**src/rtl/inert_spi_seq.sv**
```systemverilog
// Sequencer in front of the inertial-sensor SPI monarch: after power-up it issues the config writes,
// then on each sensor data-ready it issues 4 reads and publishes pitch rate / Z accel with a vld strobe.
module inert_spi_seq #(
  parameter int INIT_WAIT_BITS = 16
) (
  input  logic        clk,
  input  logic        rst_n,
  input  logic        INT,
  input  logic        done,
  input  logic [15:0] rd_data,
  output logic        wrt,
  output logic [15:0] cmd,
  output logic [15:0] ptch_rt,
  output logic [15:0] AZ,
  output logic        vld
);

  typedef enum logic [2:0] {
    INIT_WAIT, CFG, CFG_WAIT, IDLE, RD, RD_WAIT, PUB
  } state_t;

  state_t                    state, state_nxt;
  logic [INIT_WAIT_BITS-1:0] wait_cnt, wait_cnt_nxt;
  logic [1:0]                idx, idx_nxt;
  logic                      int_s1, int_s2, int_s3;
  logic                      int_edge;
  logic                      done_q, done_rise;
  logic                      pend, pend_nxt;
  logic                      cap;
  logic [3:0][7:0]           byt;
  logic [15:0]               cfg_word;
  logic [7:0]                rd_addr;
  logic                      unused_rd_hi;

  assign unused_rd_hi = ^rd_data[15:8];
  assign int_edge     = int_s2 & ~int_s3;
  assign done_rise    = done & ~done_q;

  always_comb begin
    cfg_word = 16'h0D02;
    rd_addr  = 8'hA2;
    case (idx)
      2'd0: begin cfg_word = 16'h0D02; rd_addr = 8'hA2; end
      2'd1: begin cfg_word = 16'h1053; rd_addr = 8'hA3; end
      2'd2: begin cfg_word = 16'h1150; rd_addr = 8'hAC; end
      2'd3: begin cfg_word = 16'h1460; rd_addr = 8'hAD; end
      default: ;
    endcase
  end

  // cmd is decoded from state/index so it stays stable from the wrt cycle until done_rise
  always_comb begin
    state_nxt    = state;
    wait_cnt_nxt = wait_cnt;
    idx_nxt      = idx;
    pend_nxt     = pend;
    cap          = 1'b0;
    wrt          = 1'b0;
    cmd          = 16'h0000;
    case (state)
      INIT_WAIT: begin
        wait_cnt_nxt = wait_cnt + 1'b1;
        if (&wait_cnt) state_nxt = CFG;
      end
      CFG: begin
        wrt       = 1'b1;
        cmd       = cfg_word;
        state_nxt = CFG_WAIT;
      end
      CFG_WAIT: begin
        cmd = cfg_word;
        if (done_rise) begin
          if (idx == 2'd3) begin
            idx_nxt   = 2'd0;
            state_nxt = IDLE;
          end else begin
            idx_nxt   = idx + 2'd1;
            state_nxt = CFG;
          end
        end
      end
      IDLE: begin
        if (int_edge || pend) begin
          idx_nxt   = 2'd0;
          pend_nxt  = 1'b0;
          state_nxt = RD;
        end
      end
      RD: begin
        wrt       = 1'b1;
        cmd       = {rd_addr, 8'h00};
        state_nxt = RD_WAIT;
      end
      RD_WAIT: begin
        cmd = {rd_addr, 8'h00};
        if (done_rise) begin
          cap = 1'b1;
          if (idx == 2'd3) begin
            idx_nxt   = 2'd0;
            state_nxt = PUB;
          end else begin
            idx_nxt   = idx + 2'd1;
            state_nxt = RD;
          end
        end
      end
      PUB: state_nxt = IDLE;
      default: state_nxt = INIT_WAIT;
    endcase
    // Data-ready during a burst is remembered once; during power-up/config it is dropped
    if (int_edge && (state == RD || state == RD_WAIT || state == PUB)) pend_nxt = 1'b1;
  end

  always_ff @(posedge clk or negedge rst_n) begin
    if (!rst_n) begin
      state    <= INIT_WAIT;
      wait_cnt <= '0;
      idx      <= 2'd0;
      pend     <= 1'b0;
      int_s1   <= 1'b0;
      int_s2   <= 1'b0;
      int_s3   <= 1'b0;
      done_q   <= 1'b0;
      byt      <= '0;
      ptch_rt  <= 16'h0000;
      AZ       <= 16'h0000;
      vld      <= 1'b0;
    end else begin
      state    <= state_nxt;
      wait_cnt <= wait_cnt_nxt;
      idx      <= idx_nxt;
      pend     <= pend_nxt;
      int_s1   <= INT;
      int_s2   <= int_s1;
      int_s3   <= int_s2;
      done_q   <= done;
      if (cap) byt[idx] <= rd_data[7:0];
      vld <= (state == PUB);
      if (state == PUB) begin
        ptch_rt <= {byt[1], byt[0]};
        AZ      <= {byt[3], byt[2]};
      end
    end
  end

endmodule

```
**config.mk**
```make
export PLATFORM = sky130hd
export DESIGN_NAME = inert_spi_seq
export DESIGN_NICKNAME = d
export VERILOG_FILES = /design/src/rtl/inert_spi_seq.sv
export SDC_FILE = /design/constraint.sdc
export NUM_CORES = 1
export LEC_CHECK = 0
export ABC_CLOCK_PERIOD_IN_PS = 1900
export BUFFER_PORTS_ARGS = -buffer_cell sky130_fd_sc_hd__buf_2
export CAP_MARGIN = 0
export CELL_PAD_IN_SITES_DETAIL_PLACEMENT = 0
export CELL_PAD_IN_SITES_GLOBAL_PLACEMENT = 1
export CORE_ASPECT_RATIO = 1.75
export CORE_MARGIN = 4
export CORE_UTILIZATION = 35
export DETAILED_ROUTE_END_ITERATION = 8
export PLACE_DENSITY = 0.69
export SLEW_MARGIN = 20
export SYNTH_ARGS = -nofsm -noshare
export SYNTH_HDL_FRONTEND = slang
export SYNTH_SLANG_ARGS = --single-unit
```
**constraint.sdc**
```tcl
create_clock -name clk -period 1.9 [get_ports clk]
set_clock_uncertainty 0.05 [all_clocks]
set_input_delay 0.57 -clock clk [delete_from_list [all_inputs] [get_ports clk]]
set_output_delay 0.57 -clock clk [all_outputs]
set_load 0.02 [all_outputs]
```
==> flow_summary.yaml, run 1 <==
clock_tree:
  cts_inserted_buffers: 9
  clock_tree.htree_level_count: 3
  cts_root_buffer: "clkbuf_16"
  cts.sink_count: 91
  tritoncts: "built"
  clock_path_buffers: 2
  insertion_delay_of_the_later_clocked_pin_in_the_worst_skew_pair_ns: 0.34
  cts.hold.buffers_added: 0
  path_clk_slew_ns: 0.07
global_routing:
  number_of_antenna_violations_at_the_first_check_in_global_routing: 0
  grt_first_pass_wirelength_um: 14000
  grt_start_max_net_pins: 34
  gr-total-overflow: 0
  groute.usage.overall_pct: 13.8
  first_global_vias: 2860
floorplanning:
  initial_utilization_pct: 36.0
  die_width_um: 87.5
  floorplan.core_area_um2: 10800
  floorplan.die.height_um: 147
  placement_rows: 50
  num_io_pins: 70
  fp.dieArea_um2: 12900
finish:
  layout.cells.most_common_list: "nand2_1, dfrtp_1, buf_2"
  design.final.nets: 460
  layout-drive-gt1-share_pct: 34.9
  fin_util_pct: 47.5
  syn_to_final_growth_pct: 32.0
  diodes: 0
  final_common_cell: "nand2_1"
  layout.filler_cells: 1015
synthesis:
  syn_inst: 354
  synth-main-ff-cell: "dfrtp_1"
  netlist.area_leader.share_pct: 58.8
  synth.yosys.seq_area_share_pct: 58.8
  synthesis.yosys.warnings: 0
  yosys_register_bits: 91
  synthTopCellsByArea: "dfrtp_1, nand2_1, mux2_1, ha_1, xnor2_1"
  netlist-cell-type-count: 40
  synthArstFlopShare_pct: 100
  post_synthesis_area_per_instance_um2: 10.9
  netlist_area_um2: 3870
  synth_edf_count: 0
  yosysTopAreaCell: "dfrtp_1"
placed_design:
  final_wtd_congestion: 0.750
  detailed_place_hpwl_um: 5640
  place_worst_setup_slack_ns: -0.0112
  io_buffers: 57
timing:
  final_max_slew_viol_count: 0
  final_tns_setup_ns: -1.84
  setup_viol: 13
  post-route-min-period_ns: 2.13
  final_worst_path_period_share_pct: 112
  final.setup.worst_slack_ns: -0.226
  worst_slew_margin_rel_pct: 60.0
  highest_clock_rate_ghz: 0.470
  timing_worst_slew_pin_value_ns: 0.599
  rsz_0062_raised_after_global_routing: "yes"
  finalHoldViolCount: 0
run_status:
  violations: "negative setup slack"
  outcome: "finished with violations"
detailed_routing:
  routed_wirelength_um: 8210
  initialDrtViolationCount: 91
  remaining_drc_errors: 0
  drt-vias-per-instance: 4.80
  detail_route.wl_per_cell_um: 14.5
  ant_nets: 0
  detailedRoute.firstPassIterationCount: 4
  num_vias: 2729
worst_setup_path:
  top_fanout_value_on_the_critical_path: 12
  start_kind: "flop"
  worstPathRequired_ns: 1.28
  worst_ep_arrival_time_ns: 1.51
  cp-end-kind: "output pin"
  regToRegSetupSlack_ns: 0.12
  path_class: "flop to output pin"
pwr:
  cellPowerDensity_nw_per_um2: 1390
  ir_worst_vdd_mv: 0.603
  p_leak_nw: 2.71
min_path:
  timing.hold.worst.class: "input pin to asynchronous set/reset pin"
job:
  cap_violations: 0
==> routing by layer <==
metal | vias up | part of all wire, % | GRT usage [%]
met4 | 0 | 1.6 | 5.22
li1 | 1302 | - | -
met1 | 1355 | 40 | 15.7
met5 | - | 0 | 0
met3 | 14 | 4.2 | 3.42
met2 | 58 | 54 | 24.3
==> state kept, by name, summed over array words and instances (netlist names), 2 cells and up <==
register,flops
byt,32
wait_cnt,16
idx,2
ptch_rt,16
AZ,16
state,3
==> per-stage QoR <==
step	hold WS [ns]	power, mW	instances	area [µm²]
floorplan	0.224	4.00	357	3940
detailed placement	0.293	4.71	545	4510
global placement	0.287	4.66	545	4510
finish	0.126	7.12	568	5110
global route	0.141	7.56	568	5110
CTS	0.125	6.96	569	5010
==> power by group <==
part           switching, mW  internal (mW)  total, mW  leakage (nW)
Clock                  0.803          0.951       1.75         0.140
Sequential             0.241           2.25       2.49          1.24
Combinational           1.54           1.34       2.87          1.33
==> critical path, stage by stage, from the launching register on <==
cell     delay [ns]
dfrtp_1        0.40
buf_12         0.16
inv_4          0.09
and2_1         0.16
o21ai_0        0.08
o21ai_1        0.10
buf_4          0.17
==> path summary, 6_finish.rpt <==
check                               end  cells past startpoint  startpoint
worst max-delay path             cmd[8]                      6    state[2]
worst max register to register   byt[8]                      8    state[0]
worst min register to register   int_s2                      0      int_s1
max in group asynchronous        idx[1]                      2       rst_n
worst min-delay path            byt[11]                      1       rst_n
min in group clk                 int_s1                      1         INT
==> cells in the mapped netlist, types with 4 or more instances <==
master,count
buf_2,6
mux2_1,32
and2_1,5
dfrtp_1,91
xnor2_1,9
nor2_1,12
inv_1,5
nand2_1,108
clkbuf_1,7
nand4_1,4
ha_1,7
nand3_1,6
a21oi_1,5
nor3_1,6
buf_4,6
or3_1,4
xor2_1,8
==> cells by family (layout without fill, tap and decap cells) <==
family                   count (synthesis)  after routing  share of synthesized area (%)
XOR/XNOR                                17             17                           3.85
multiplexers                            34             34                           9.83
buffers and inverters                   28            109                           3.88
adder cells (fa/ha/maj)                  7              7                           2.26
AND/OR/NAND/NOR                        161            161                           18.8
flip-flops                              91             91                           58.8
AO/OA/AOI/OAI                           15             15                           2.39
other                                    1              4                         0.0969
==> cell type report <==
type	instances	area (µm²)	area share (%)
inverter	7	28.8	0.563
tap	130	163	3.18
clock buffer	10	239	4.68
sequential	91	2280	44.6
timing repair buffer	86	646	12.6
clock inverter	6	55.1	1.08
multi-input combinational	238	1700	33.2
==> repair_timing <==
item | in CTS | in global routing
hold endpoints to repair | 0 | 0
pin swaps | 5 | 6
gates resized for setup | 38 | 33
setup buffers | 9 | 1
endpoints found under the setup margin | 13 | 50
Note: power is estimated with default switching activity, not from simulation.
==> inputs of run 2 (changes only) <==
TNS_END_PERCENT = 20   (was not set)
==> flow_summary.yaml, run 2 (synthesis results as in run 1) <==
pwr:
  clockPowerShare_pct: 25.4
  p_comb_share_pct: 39.5
  share_seq_of_total_power_pct: 35.1
  total_power_mw: 7.12
  intPower_mw: 4.61
  p_leak_nw: 2.74
  cellPowerDensity_nw_per_um2: 1400
  switching_share_pct: 35.3
  p_sw_mw: 2.51
  ir_worst_vdd_mv: 0.649
floorplanning:
  floorplan.core_area_um2: 10800
  fp.dieArea_um2: 12900
  floorplan.die.height_um: 147
  die_width_um: 87.5
  placement_rows: 50
  num_io_pins: 70
  initial_utilization_pct: 36.0
worst_setup_path:
  regToRegSetupSlack_ns: 0.06
  start_kind: "flop"
  worst_ep_arrival_time_ns: 1.47
  reg2reg_depth: 7
  r2r-end: "byt[0]"
  top_fanout_value_on_the_critical_path: 2
  path_class: "flop to output pin"
  worstPathRequired_ns: 1.28
  rr_startpoint: "state[1]"
  cp-end-kind: "output pin"
detailed_routing:
  num_vias: 2672
  remaining_drc_errors: 0
  detail_route.wl_per_cell_um: 13.8
  drt-vias-per-instance: 4.70
  initialDrtViolationCount: 61
  routed_wirelength_um: 7860
  ant_nets: 0
  detailedRoute.firstPassIterationCount: 4
clock_tree:
  cts_root_buffer: "clkbuf_16"
  insertion_delay_of_the_later_clocked_pin_in_the_worst_skew_pair_ns: 0.34
  clock_path_buffers: 2
  cts.sink_count: 91
  path_clk_slew_ns: 0.06
  clock_tree.htree_level_count: 3
  tritoncts: "built"
  cts_inserted_buffers: 9
run_status:
  violations: "negative setup slack"
  outcome: "finished with violations"
timing:
  worst_slew_margin_rel_pct: 62.0
  final_worst_path_period_share_pct: 110
  final.setup.worst_slack_ns: -0.193
  final_tns_setup_ns: -1.70
  rsz_0062_raised_after_global_routing: "yes"
  setup_viol: 11
  finalHoldViolCount: 0
  post-route-min-period_ns: 2.09
  highest_clock_rate_ghz: 0.478
  final_max_slew_viol_count: 0
  timing_worst_slew_pin_value_ns: 0.569
finish:
  design.final.nets: 462
  diodes: 0
  fin_util_pct: 47.4
  layout.cells.most_common_list: "nand2_1, dfrtp_1, buf_2"
  largest_reg_flops: 32
  layout.filler_cells: 1030
  layout-drive-gt1-share_pct: 32.8
  final_area_um2: 5100
  syn_to_final_growth_pct: 31.8
  final_common_cell: "nand2_1"
  max_flop_register: "byt"
global_routing:
  grt_first_pass_wirelength_um: 13500
  gr-total-overflow: 0
  groute.usage.overall_pct: 13.3
  first_global_vias: 2815
  number_of_antenna_violations_at_the_first_check_in_global_routing: 0
  grt_start_max_net_pins: 82
min_path:
  holdPathEnd: "int_s1"
  timing.hold.worst.class: "input pin to flop"
  worst_hold_path_startpoint: "INT"
  min_delay_path_depth: 1
placed_design:
  detailed_place_hpwl_um: 5380
  io_buffers: 57
  place_worst_setup_slack_ns: -0.0470
  place_area_um2: 4480
  final_wtd_congestion: 0.746
job:
  cap_violations: 0
## run 2: routing by layer
layer,global-route usage (%),vias to the layer above,part of all wire [%]
met4,4.84,0,1.6
met2,23.9,40,56
met3,3.14,9,3.8
met1,14.7,1312,39
met5,0,-,0
li1,-,1311,-
## run 2: stage by stage
stage / instances / hold WS (ns)
finish: 569 / 0.286
global route: 569 / 0.274
CTS: 565 / 0.266
detailed placement: 544 / 0.290
global placement: 544 / 0.287
floorplan: 357 / 0.224
## run 2: critical path: stages (launching register included)
cell and delay [ns]:
dfrtp_1 0.42, xor2_2 0.20, and2_1 0.17, nand2_1 0.11, o31ai_4 0.08, buf_4 0.16
## run 2: power by group through the flow
stage          Combinational [mW]  Clock, mW  Sequential [mW]
2_1_floorplan                1.41          0             2.58
3_3_place_gp                 2.13          0             2.50
3_5_place_dp                 2.16          0             2.51
4_1_cts                      2.54       1.86             2.50
5_1_grt                      3.08       1.94             2.54
6_report                     2.81       1.80             2.50
## run 2: cell type report
cell class,instances,area (µm²),area share (%)
Inverter,7,28.8,0.564
Sequential cell,91,2280,44.7
Multi-Input combinational cell,238,1680,32.9
Clock inverter,5,62.6,1.23
Timing Repair Buffer,88,648,12.7
Tap cell,130,163,3.19
Clock buffer,10,239,4.68
## run 2: worst max path at each step
stage,startpoint,end,slack (ns)
after floorplan,state[1],cmd[15],-0.04
after global placement,idx[0],cmd[8],-0.02
after detailed placement,done,byt[18],-0.05
after CTS,idx[1],cmd[8],-0.25
after global routing,idx[0],cmd[8],-0.26
final,state[0],cmd[11],-0.19
## run 2: repair_timing
| item | CTS | global route |
|---|---|---|
| pin swaps | 3 | 4 |
| gates resized for setup | 33 | 31 |
| setup buffers | 5 | 4 |
| hold buffers | 1 | 0 |
| endpoints found under the setup margin | 13 | 47 |
| hold endpoints to repair | 7 | 0 |
